File: src/rtl/ramb16_s1_s36_fifo_ctrl_if.sv
// Word-in / bit-out stream bundle for the RAMB16_S1_S36 width-converting FIFO.
// master drives words in and accepts bits out; slave is the FIFO controller.
interface ramb16_s1_s36_fifo_ctrl_if;
    logic        wr_valid;
    logic [31:0] wr_data;
    logic        wr_ready;
    logic        out_valid;
    logic        out_bit;
    logic        out_ready;

    modport master (
        output wr_valid, wr_data, out_ready,
        input  wr_ready, out_valid, out_bit
    );

    modport slave (
        input  wr_valid, wr_data, out_ready,
        output wr_ready, out_valid, out_bit
    );
endinterface

File: src/rtl/ramb16_s1_s36_fifo_ctrl.sv
// 32-bit-in, 1-bit-out FIFO built on one RAMB16_S1_S36: words go in through port B,
// bits come out LSB-first through port A into a 2-entry skid buffer.
module ramb16_s1_s36_fifo_ctrl #(
    parameter int AFULL_LEVEL = 448
) (
    input  logic                           CLK,
    input  logic                           RST,
    input  logic                           flush,
    ramb16_s1_s36_fifo_ctrl_if.slave       bus,
    output logic [9:0]                     word_count,
    output logic                           almost_full,
    output logic                           empty,
    output logic [13:0]                    ram_addra,
    output logic                           ram_ena,
    input  logic                           ram_doa,
    output logic [8:0]                     ram_addrb,
    output logic                           ram_enb,
    output logic                           ram_web,
    output logic [31:0]                    ram_dib,
    output logic [3:0]                     ram_dipb
);

    logic [8:0]  wr_ptr_r;
    logic [13:0] rd_ptr_r;
    logic [9:0]  word_count_r;
    logic        inflight_r;
    logic        release_r;
    logic [1:0]  occ_r;
    logic [1:0]  buf_r;
    logic        almost_full_r;

    logic        wr_ready_s;
    logic        accept_s;
    logic        pop_s;
    logic        issue_s;
    logic [9:0]  word_count_n_s;
    logic [1:0]  occ_n_s;
    logic [1:0]  buf_n_s;

    // Handshakes and read issue; a word whose release is pending is no longer readable.
    always_comb begin
        wr_ready_s = (word_count_r < 10'd512) & ~flush;
        accept_s   = bus.wr_valid & wr_ready_s;
        pop_s      = (occ_r != 2'd0) & bus.out_ready;
        issue_s    = (word_count_r > {9'd0, release_r}) & ~flush &
                     (({1'b0, occ_r} + {2'd0, inflight_r}) < (3'd2 + {2'd0, pop_s}));
    end

    // Next word count: accept and release in the same cycle cancel out.
    always_comb begin
        word_count_n_s = word_count_r;
        case ({accept_s, release_r})
            2'b10:   word_count_n_s = word_count_r + 10'd1;
            2'b01:   word_count_n_s = word_count_r - 10'd1;
            default: word_count_n_s = word_count_r;
        endcase
    end

    // Output buffer next state: pop shifts the oldest out, returning RAM data appends.
    always_comb begin
        buf_n_s = buf_r;
        occ_n_s = occ_r;
        if (pop_s) begin
            buf_n_s = {1'b0, buf_r[1]};
            occ_n_s = occ_r - 2'd1;
        end else begin
            buf_n_s = buf_r;
            occ_n_s = occ_r;
        end
        if (inflight_r) begin
            if (occ_n_s == 2'd0) begin
                buf_n_s[0] = ram_doa;
            end else begin
                buf_n_s[1] = ram_doa;
            end
            occ_n_s = occ_n_s + 2'd1;
        end else begin
            occ_n_s = occ_n_s;
        end
    end

    // Controller state; flush wipes everything including a pending release and in-flight data.
    always_ff @(posedge CLK or posedge RST) begin
        if (RST) begin
            wr_ptr_r      <= 9'd0;
            rd_ptr_r      <= 14'd0;
            word_count_r  <= 10'd0;
            inflight_r    <= 1'b0;
            release_r     <= 1'b0;
            occ_r         <= 2'd0;
            buf_r         <= 2'd0;
            almost_full_r <= 1'b0;
        end else if (flush) begin
            wr_ptr_r      <= 9'd0;
            rd_ptr_r      <= 14'd0;
            word_count_r  <= 10'd0;
            inflight_r    <= 1'b0;
            release_r     <= 1'b0;
            occ_r         <= 2'd0;
            buf_r         <= 2'd0;
            almost_full_r <= 1'b0;
        end else begin
            if (accept_s) begin
                wr_ptr_r <= wr_ptr_r + 9'd1;
            end
            if (issue_s) begin
                rd_ptr_r <= rd_ptr_r + 14'd1;
            end
            // Releasing one edge after the last bit is read keeps port B off the word port A reads.
            release_r     <= issue_s & (rd_ptr_r[4:0] == 5'd31);
            inflight_r    <= issue_s;
            word_count_r  <= word_count_n_s;
            occ_r         <= occ_n_s;
            buf_r         <= buf_n_s;
            almost_full_r <= (word_count_n_s >= 10'(AFULL_LEVEL));
        end
    end

    assign bus.wr_ready  = wr_ready_s;
    assign bus.out_valid = (occ_r != 2'd0);
    assign bus.out_bit   = buf_r[0];

    assign word_count  = word_count_r;
    assign almost_full = almost_full_r;
    assign empty       = (word_count_r == 10'd0) & (occ_r == 2'd0) & ~inflight_r;

    assign ram_ena   = issue_s & ~RST;
    assign ram_addra = rd_ptr_r;
    assign ram_enb   = accept_s & ~RST;
    assign ram_web   = accept_s & ~RST;
    assign ram_addrb = wr_ptr_r;
    assign ram_dib   = accept_s ? bus.wr_data : 32'd0;
    assign ram_dipb  = 4'd0;

endmodule

File: src/flat_wrapper.sv
// flat-port wrapper written by rule: the top's interface ports become plain ports
module ramb16_s1_s36_fifo_ctrl_flat 
#(
    parameter int AFULL_LEVEL = 448
)
  (CLK, RST, flush, word_count, almost_full, empty, ram_addra, ram_ena, ram_doa, ram_addrb, ram_enb, ram_web, ram_dib, ram_dipb, bus_wr_valid, bus_wr_data, bus_out_ready, bus_wr_ready, bus_out_valid, bus_out_bit);
  ramb16_s1_s36_fifo_ctrl_if bus_i ();
  input  logic CLK;
  input  logic RST;
  input  logic flush;
  output logic [9:0] word_count;
  output logic almost_full;
  output logic empty;
  output logic [13:0] ram_addra;
  output logic ram_ena;
  input  logic ram_doa;
  output logic [8:0] ram_addrb;
  output logic ram_enb;
  output logic ram_web;
  output logic [31:0] ram_dib;
  output logic [3:0] ram_dipb;
  input wire logic [$bits(bus_i.wr_valid)-1:0] bus_wr_valid;
  input wire logic [$bits(bus_i.wr_data)-1:0] bus_wr_data;
  input wire logic [$bits(bus_i.out_ready)-1:0] bus_out_ready;
  output wire logic [$bits(bus_i.wr_ready)-1:0] bus_wr_ready;
  output wire logic [$bits(bus_i.out_valid)-1:0] bus_out_valid;
  output wire logic [$bits(bus_i.out_bit)-1:0] bus_out_bit;
  assign bus_i.wr_valid = bus_wr_valid;
  assign bus_i.wr_data = bus_wr_data;
  assign bus_i.out_ready = bus_out_ready;
  assign bus_wr_ready = bus_i.wr_ready;
  assign bus_out_valid = bus_i.out_valid;
  assign bus_out_bit = bus_i.out_bit;
  ramb16_s1_s36_fifo_ctrl #(.AFULL_LEVEL(AFULL_LEVEL)) u_core (.CLK(CLK), .RST(RST), .flush(flush), .bus(bus_i), .word_count(word_count), .almost_full(almost_full), .empty(empty), .ram_addra(ram_addra), .ram_ena(ram_ena), .ram_doa(ram_doa), .ram_addrb(ram_addrb), .ram_enb(ram_enb), .ram_web(ram_web), .ram_dib(ram_dib), .ram_dipb(ram_dipb));
endmodule
File: config.mk
export PLATFORM = sky130hd
export DESIGN_NAME = ramb16_s1_s36_fifo_ctrl_flat
export DESIGN_NICKNAME = d
export VERILOG_FILES = /design/src/rtl/ramb16_s1_s36_fifo_ctrl_if.sv /design/src/rtl/ramb16_s1_s36_fifo_ctrl.sv /design/src/flat_wrapper.sv
export SDC_FILE = /design/constraint.sdc
export NUM_CORES = 1
export LEC_CHECK = 0
export ABC_AREA = 0
export CAP_MARGIN = 10
export CORE_ASPECT_RATIO = 2
export CORE_MARGIN = 3
export CORE_UTILIZATION = 44
export DETAILED_ROUTE_END_ITERATION = 8
export MAX_ROUTING_LAYER = met4
export PLACE_DENSITY = 0.86
export SLEW_MARGIN = 20
export SYNTH_ARGS = -nofsm -noshare
export SYNTH_HDL_FRONTEND = slang
export SYNTH_SLANG_ARGS = --single-unit
File: constraint.sdc
create_clock -name CLK -period 4.2 [get_ports CLK]
set_input_delay 0.63 -clock CLK [delete_from_list [all_inputs] [get_ports CLK]]
set_output_delay 0.63 -clock CLK [all_outputs]
set_load 0.01 [all_outputs]
Word-level counts from Yosys, hierarchy flattened
Index checks and enable logic that the tools add are counted.
- bitwise gates (word level): 13
- equality and inequality tests: 3
- multiplexer cells: 18
- $add $sub $neg: 8
- $lt $le $gt $ge: 4
- reductions and logical operators: 6
- operators by type and width (operator ; count):
    two-way mux 32 bit ; 1
    two-way mux 14 bit ; 2
    case mux 10 bit (2 select lines) ; 1
    two-way mux 9 bit ; 2
    adder 14 x 1 -> 14 bit (second input constant) ; 1
    two-way mux 2 bit ; 6
    adder 10 x 1 -> 10 bit (second input constant) ; 1
    bitwise AND 1 bit ; 10
    greater-or-equal comparator 10 x 9 -> 1 bit (second input constant) ; 1
    greater-than comparator 10 x 1 -> 1 bit ; 1
    zero test 10 bit ; 1
    less-than comparator 10 bit (second input constant) ; 1
    two-way mux 10 bit ; 1
    subtractor 10 x 1 -> 10 bit (second input constant) ; 1
    adder 9 x 1 -> 9 bit (second input constant) ; 1
    nonzero test 2 bit ; 3
    == test 5 bit (second input constant) ; 1
    two-way mux 1 bit ; 5
    zero test 2 bit ; 2
    adder 2 x 1 -> 3 bit ; 1
    adder 2 x 1 -> 3 bit (first input constant) ; 1
    less-than comparator 3 bit ; 1
    NOT 1 bit ; 3
    adder 2 x 1 -> 2 bit (second input constant) ; 1
    3 further kinds ; 3
- word-level logic and storage cells: 60
- output and inout bits: 77
- bits in registers: 40
- input port bits: 38

Depth between registers and ports, before layout
- depth in word-level cells: 7
- depth in mapped cells: 15
- gate-level depth less buffers: 12

Worst setup path after synthesis
OpenSTA, ideal clock, no wires.
- path type: input -> register
- start point: input port bus_wr_valid
- end point: register u_core.almost_full_r (netlist: u_core.almost_full)
- data required time: 4.105 ns
- setup time: 0.095 ns
- path slack: 0.538 ns
- buffers on the path: 3
- arrival time: 3.567 ns
- stages on the path: 15
- cells stage by stage: nor2b_1 > nor2b_1 > clkbuf_1 > inv_1 > ha_1 > buf_6 > buf_2 > xor2_1 > ha_1 > nand4b_1 > nand4_4 > a221o_1 > and3_1 > mux2i_1 > o32ai_2
- word-level cells in the longest chain between the ends: 5
- elaborated cells on any way between the ends: 6
- classes of those cells: order compare: 1; eq/ne: 2; mux: 2; bitwise: 1
- RTL lines (what ; line ; text):
    from (decl) ; flat_wrapper.sv:22 ; input wire logic [$bits(bus_i.wr_valid)-1:0] bus_wr_valid;
    bitwise AND 1 bit * ; ramb16_s1_s36_fifo_ctrl.sv:43 ; accept_s = bus.wr_valid & wr_ready_s;
    == test 2 x 1 -> 1 bit / == test 2 bit (equally long branches) ; ramb16_s1_s36_fifo_ctrl.sv:52 ; case ({accept_s, release_r})
    case mux 10 bit (2 select lines) * ; ramb16_s1_s36_fifo_ctrl.sv:52 ;
    greater-or-equal comparator 10 x 9 -> 1 bit * ; ramb16_s1_s36_fifo_ctrl.sv:115 ; almost_full_r <= (word_count_n_s >= 10'(AFULL_LEVEL));
    two-way mux 1 bit * ; ramb16_s1_s36_fifo_ctrl.sv:93 ; end else if (flush) begin
    to (signal assigned) ; ramb16_s1_s36_fifo_ctrl.sv:115 ;
    to (decl) ; ramb16_s1_s36_fifo_ctrl.sv:30 ; logic almost_full_r;
Mark *: on every way between the ends. The rest lies on a longest branch, timed or not.
A chain may end at the register's enable or synchronous reset.

Final worst setup path
Ends and elaborated chain as after synthesis.

==> results.txt <==
* Final HPWL from detailed placement: around 6000 µm
- First-pass GRT wire length: approximately 13000 µm
- Summed over its instances, the top area cell type makes up 35.92% of the synthesized netlist area.
- Leakage Power: between 1.5 and 2 nW
* Number of buffers between clock root and the deepest sink: 2
- Net switching is a little over a quarter of the power.
* Clk Latency, worst-skew pair: around 0.29 ns
- Across all layers, the routed design uses around 2600 vias.
* RR Startpoint: u_core.word_count[9]$_DFF_PP0_
- Post-CTS Hold Buffers: 0
* Synthesis-stage register bit count: 40
- For this run, the top clock speed supported by timing is between 300 and 400 MHz.
- Buffers placed on the I/O ports in this run total 110.
* Most common cell after layout, fill and taps aside: sky130_fd_sc_hd__clkdlybuf4s50_1
- The first routing iteration left 97 violations.
- The routed design uses around 4500 µm of met2 wire.
- Between clock sinks in the finished design, the worst skew comes to 0.007788 ns.
- Clock power share: 38.1%
* Final setup violation count: 0
* Highest-count cells in the layout ignoring fill and taps: sky130_fd_sc_hd__clkdlybuf4s50_1, sky130_fd_sc_hd__dfrtp_1, sky130_fd_sc_hd__nor2_1
- Status: completed
- Summing the sequential cell areas from Yosys gives a little over a third of the chip area.
- The initial antenna violation count was 0.
* First drt pass iteration count: 4
- After the last flow step, the layout net total stands at between 400 and 500.
- Slew margin rel.: between 50% and 60%
* Design Area, Final: around 4100 µm²
- Summed over all nets, wire length on met3 after detailed routing comes to approximately 310 µm.
* Setup repair after global routing missed its margin: false
- Antenna-violating nets left: 0
- GR Util All Layers: ~22%
- Cell area after technology mapping: 2786 µm²
- Wirelength, routed: between 7000 and 8000 µm
* Post-Route Setup TNS: 0 ns
* Number of enable flip-flop cells after synthesis: 0
- Post-detailed-route wirelength per cell: between 15 and 20 µm
* Crit. End Element: flip-flop
- Biggest cell delay along the critical path: 0.45 ns
- In the synthesized netlist, the number of instances is approximately 310.
* Share of the clock period used by the worst path after layout: 76.77%
* Placement Rows: 40
* Comb pwr share: about a quarter
- Cell-internal power: about 0.83 mW
* Total power per unit cell area: roughly 280 nW/µm²
- Die Wd: 62.27 µm
- Clock tree synthesis inserted a total of 5 buffers.
- In this run the top signal layer used is met4.
- Max-slew violation count: 0
- Type of element launching the critical path: primary input
- Once the floorplan was initialized, standard cells occupied a little under half of the core.
* Clock sink total: 40
- Yosys synthesis warning count: 0
* Worst-path maximum fanout: 5
- Following the worst setup path forward leads to its endpoint at u_core.almost_full$_DFF_PP0_.
- The clock tree synthesis step divided the H-tree into 2 levels.
* Post-route insts no fill: approximately 500
- NetSw: 0.3058 mW
* Worst endpoint required time: ~4.4 ns
* Post-detailed-placement cell area: 3911 µm²
- After synthesis, the netlist uses 57 different library cells.
* Setup CP Type: in2reg
- The hold violation total from the final report is 0.
- In this run the critical register-to-register path is captured at u_core.almost_full$_DFF_PP0_.
- The via count of the first global-routing pass was between 2000 and 3000.
- DR DRC count: 0
* Launch point of the worst path: bus_wr_valid
* TritonCTS clock tree: done
- In the synthesized netlist the dominant register cell turns out to be sky130_fd_sc_hd__dfrtp_1.
* Avg Cell Area, Syn: roughly 9 µm²
- Yosys attributes the largest share of cell area to sky130_fd_sc_hd__dfrtp_1, sky130_fd_sc_hd__and2_1, sky130_fd_sc_hd__nor2_1.
- Area of the die: approximately 7400 µm²
- Async set-reset flop share out of synthesis: 100.0%
- From synthesis to final layout, the design area changed by 46.25%.
- After clock tree synthesis, the clock-pin slew on the worst setup and hold paths is about 0.06 ns.
- Number of ports placed on the die boundary: about 120
* GR Overflow Total: 0
- Count of cells resized by post-cts repair: 0
- Via density: 5.284
* Worst Path Arrival: ~3.4 ns
- Routability-driven placement finished with a final weighted congestion of slightly above 0.9.
- Walking the worst path, the cells encountered are clkdlybuf4s50_1 -> nor2b_1 -> buf_4 -> nor2b_1 -> inv_1 -> ha_1 -> xor2_1 -> ha_1 -> nand4b_1 -> nand4_4 -> a221o_1 -> and3_1 -> mux2i_1 -> o32ai_2.
* Count of inserted antenna diode cells: 0
* Worst Tran Pin Value: between 0.6 and 0.7 ns
- For the worst flop-to-flop path, the logic depth is 13.
* Number of setup buffers added after CTS: 0
* Worst reg-to-reg setup slack: ~1.2 ns
- Max cap viols: 0
* Class of the tightest hold or removal check: reg2reg
- Of all cell types, the one taking the most synthesized area is sky130_fd_sc_hd__dfrtp_1.
- The clock period could shrink to 3.224 ns.
* Maximum number of pins on one net before global-route repair: 41
- Number of instances in the placed design: slightly below 500
* Worst voltage drop across the vdd grid: around 0.31 mV
- DRT met1 WL: between 2000 and 3000 µm
- Share of post-route cells with drive strength above 1: about 7.3%
- In this run, flip-flops and latches consume 37.0% of the power.
- Cell with the largest stage delay on the worst path: sky130_fd_sc_hd__clkdlybuf4s50_1
- In this run the clock root is driven by a sky130_fd_sc_hd__clkbuf_16.
- Measured along the y axis, the die boundary spans around 120 µm.
* Core Footprint: approximately 6000 µm²
-- registers in the layout, indices dropped and copies added (netlist names) --
name and flops:
u_core.almost_full 1, u_core.release_r 1, u_core.ram_addra 14, u_core.occ_r 2, u_core.buf_r 2, u_core.inflight_r 1, u_core.ram_addrb 9, u_core.word_count 10
-- worst min-delay path by stage --
| stage | startpoint | slack (ns) | cells after the start | end |
|---|---|---|---|---|
| after floorplan | u_core.ram_addrb[8]$_DFFE_PP0P_ | 0.51 | 1 | u_core.ram_addrb[8]$_DFFE_PP0P_ |
| after global placement | u_core.ram_addrb[8]$_DFFE_PP0P_ | 0.46 | 1 | u_core.ram_addrb[8]$_DFFE_PP0P_ |
| after detailed placement | u_core.ram_addrb[8]$_DFFE_PP0P_ | 0.47 | 1 | u_core.ram_addrb[8]$_DFFE_PP0P_ |
| after CTS | u_core.ram_addrb[8]$_DFFE_PP0P_ | 0.48 | 1 | u_core.ram_addrb[8]$_DFFE_PP0P_ |
| after global routing | u_core.ram_addrb[8]$_DFFE_PP0P_ | 0.51 | 1 | u_core.ram_addrb[8]$_DFFE_PP0P_ |
| final | u_core.ram_addrb[8]$_DFFE_PP0P_ | 0.49 | 1 | u_core.ram_addrb[8]$_DFFE_PP0P_ |
-- layer usage --
metal | up-vias | global-route usage, %
li1 | 1251 | -
met1 | 1277 | 21.73
met2 | 80 | 42.77
met3 | 18 | 3.802
met4 | 0 | 9.544
met5 | - | -
-- logic make-up after synthesis --
logic type,Yosys count,share of synthesized area (%)
compound gates,39,11.45
xor+xnor,24,7.544
fa+ha+maj,11,4.939
buf+inv,36,6.825
flops,40,35.92
mux,8,2.874
other cells,1,0.1346
simple gates,149,30.31
-- per-stage QoR --
step                      total power, mW  hold slack [ns]  util (%)  setup WS (ns)
after global routing                1.191           0.5076     67.29         0.7570
after CTS                           1.146           0.4842     67.29         0.9621
after floorplan                    0.5809           0.5089         -         0.5380
final                               1.138           0.4870     67.29         0.9758
after global placement             0.7006           0.4633     64.59         0.7376
after detailed placement           0.7101           0.4742     64.59         0.6792
-- power groups by stage --
stage / logic [mW] / clock network [mW] / registers, mW
floorplan: 0.155 / 0 / 0.425
global placement: 0.275 / 0 / 0.426
CTS: 0.285 / 0.440 / 0.420
detailed placement: 0.283 / 0 / 0.427
global route: 0.314 / 0.455 / 0.423
finish: 0.283 / 0.434 / 0.421
-- cell usage after synthesis, types with 11 or more instances --
cell type and count:
sky130_fd_sc_hd__inv_1 13, sky130_fd_sc_hd__nand2_1 19, sky130_fd_sc_hd__and2_1 33, sky130_fd_sc_hd__nor2_1 39, sky130_fd_sc_hd__xnor2_1 16, sky130_fd_sc_hd__dfrtp_1 40
sky130_fd_sc_hd__ha_1 11
-- layout make-up --
type | count | area (µm²)
Fill cell | 491 | 1981
Multi-Input combinational cell | 235 | 1607
Timing Repair Buffer | 116 | 1146
Sequential cell | 40 | 1001
Clock buffer | 6 | 128.9
Tap cell | 84 | 105.1
Inverter | 14 | 52.55
Clock inverter | 2 | 35.03
-- critical path, delay by kind of cell --
family	cells	cell delay [ns]
xor gates and xnor gates	1	0.17
AOI/OAI and AO/OA	2	0.58
adders and majority gates	2	0.45
buffers and inverters	3	0.69
and+or+nand+nor	5	0.76
muxes	1	0.15
(Power assumes the default switching activity.)
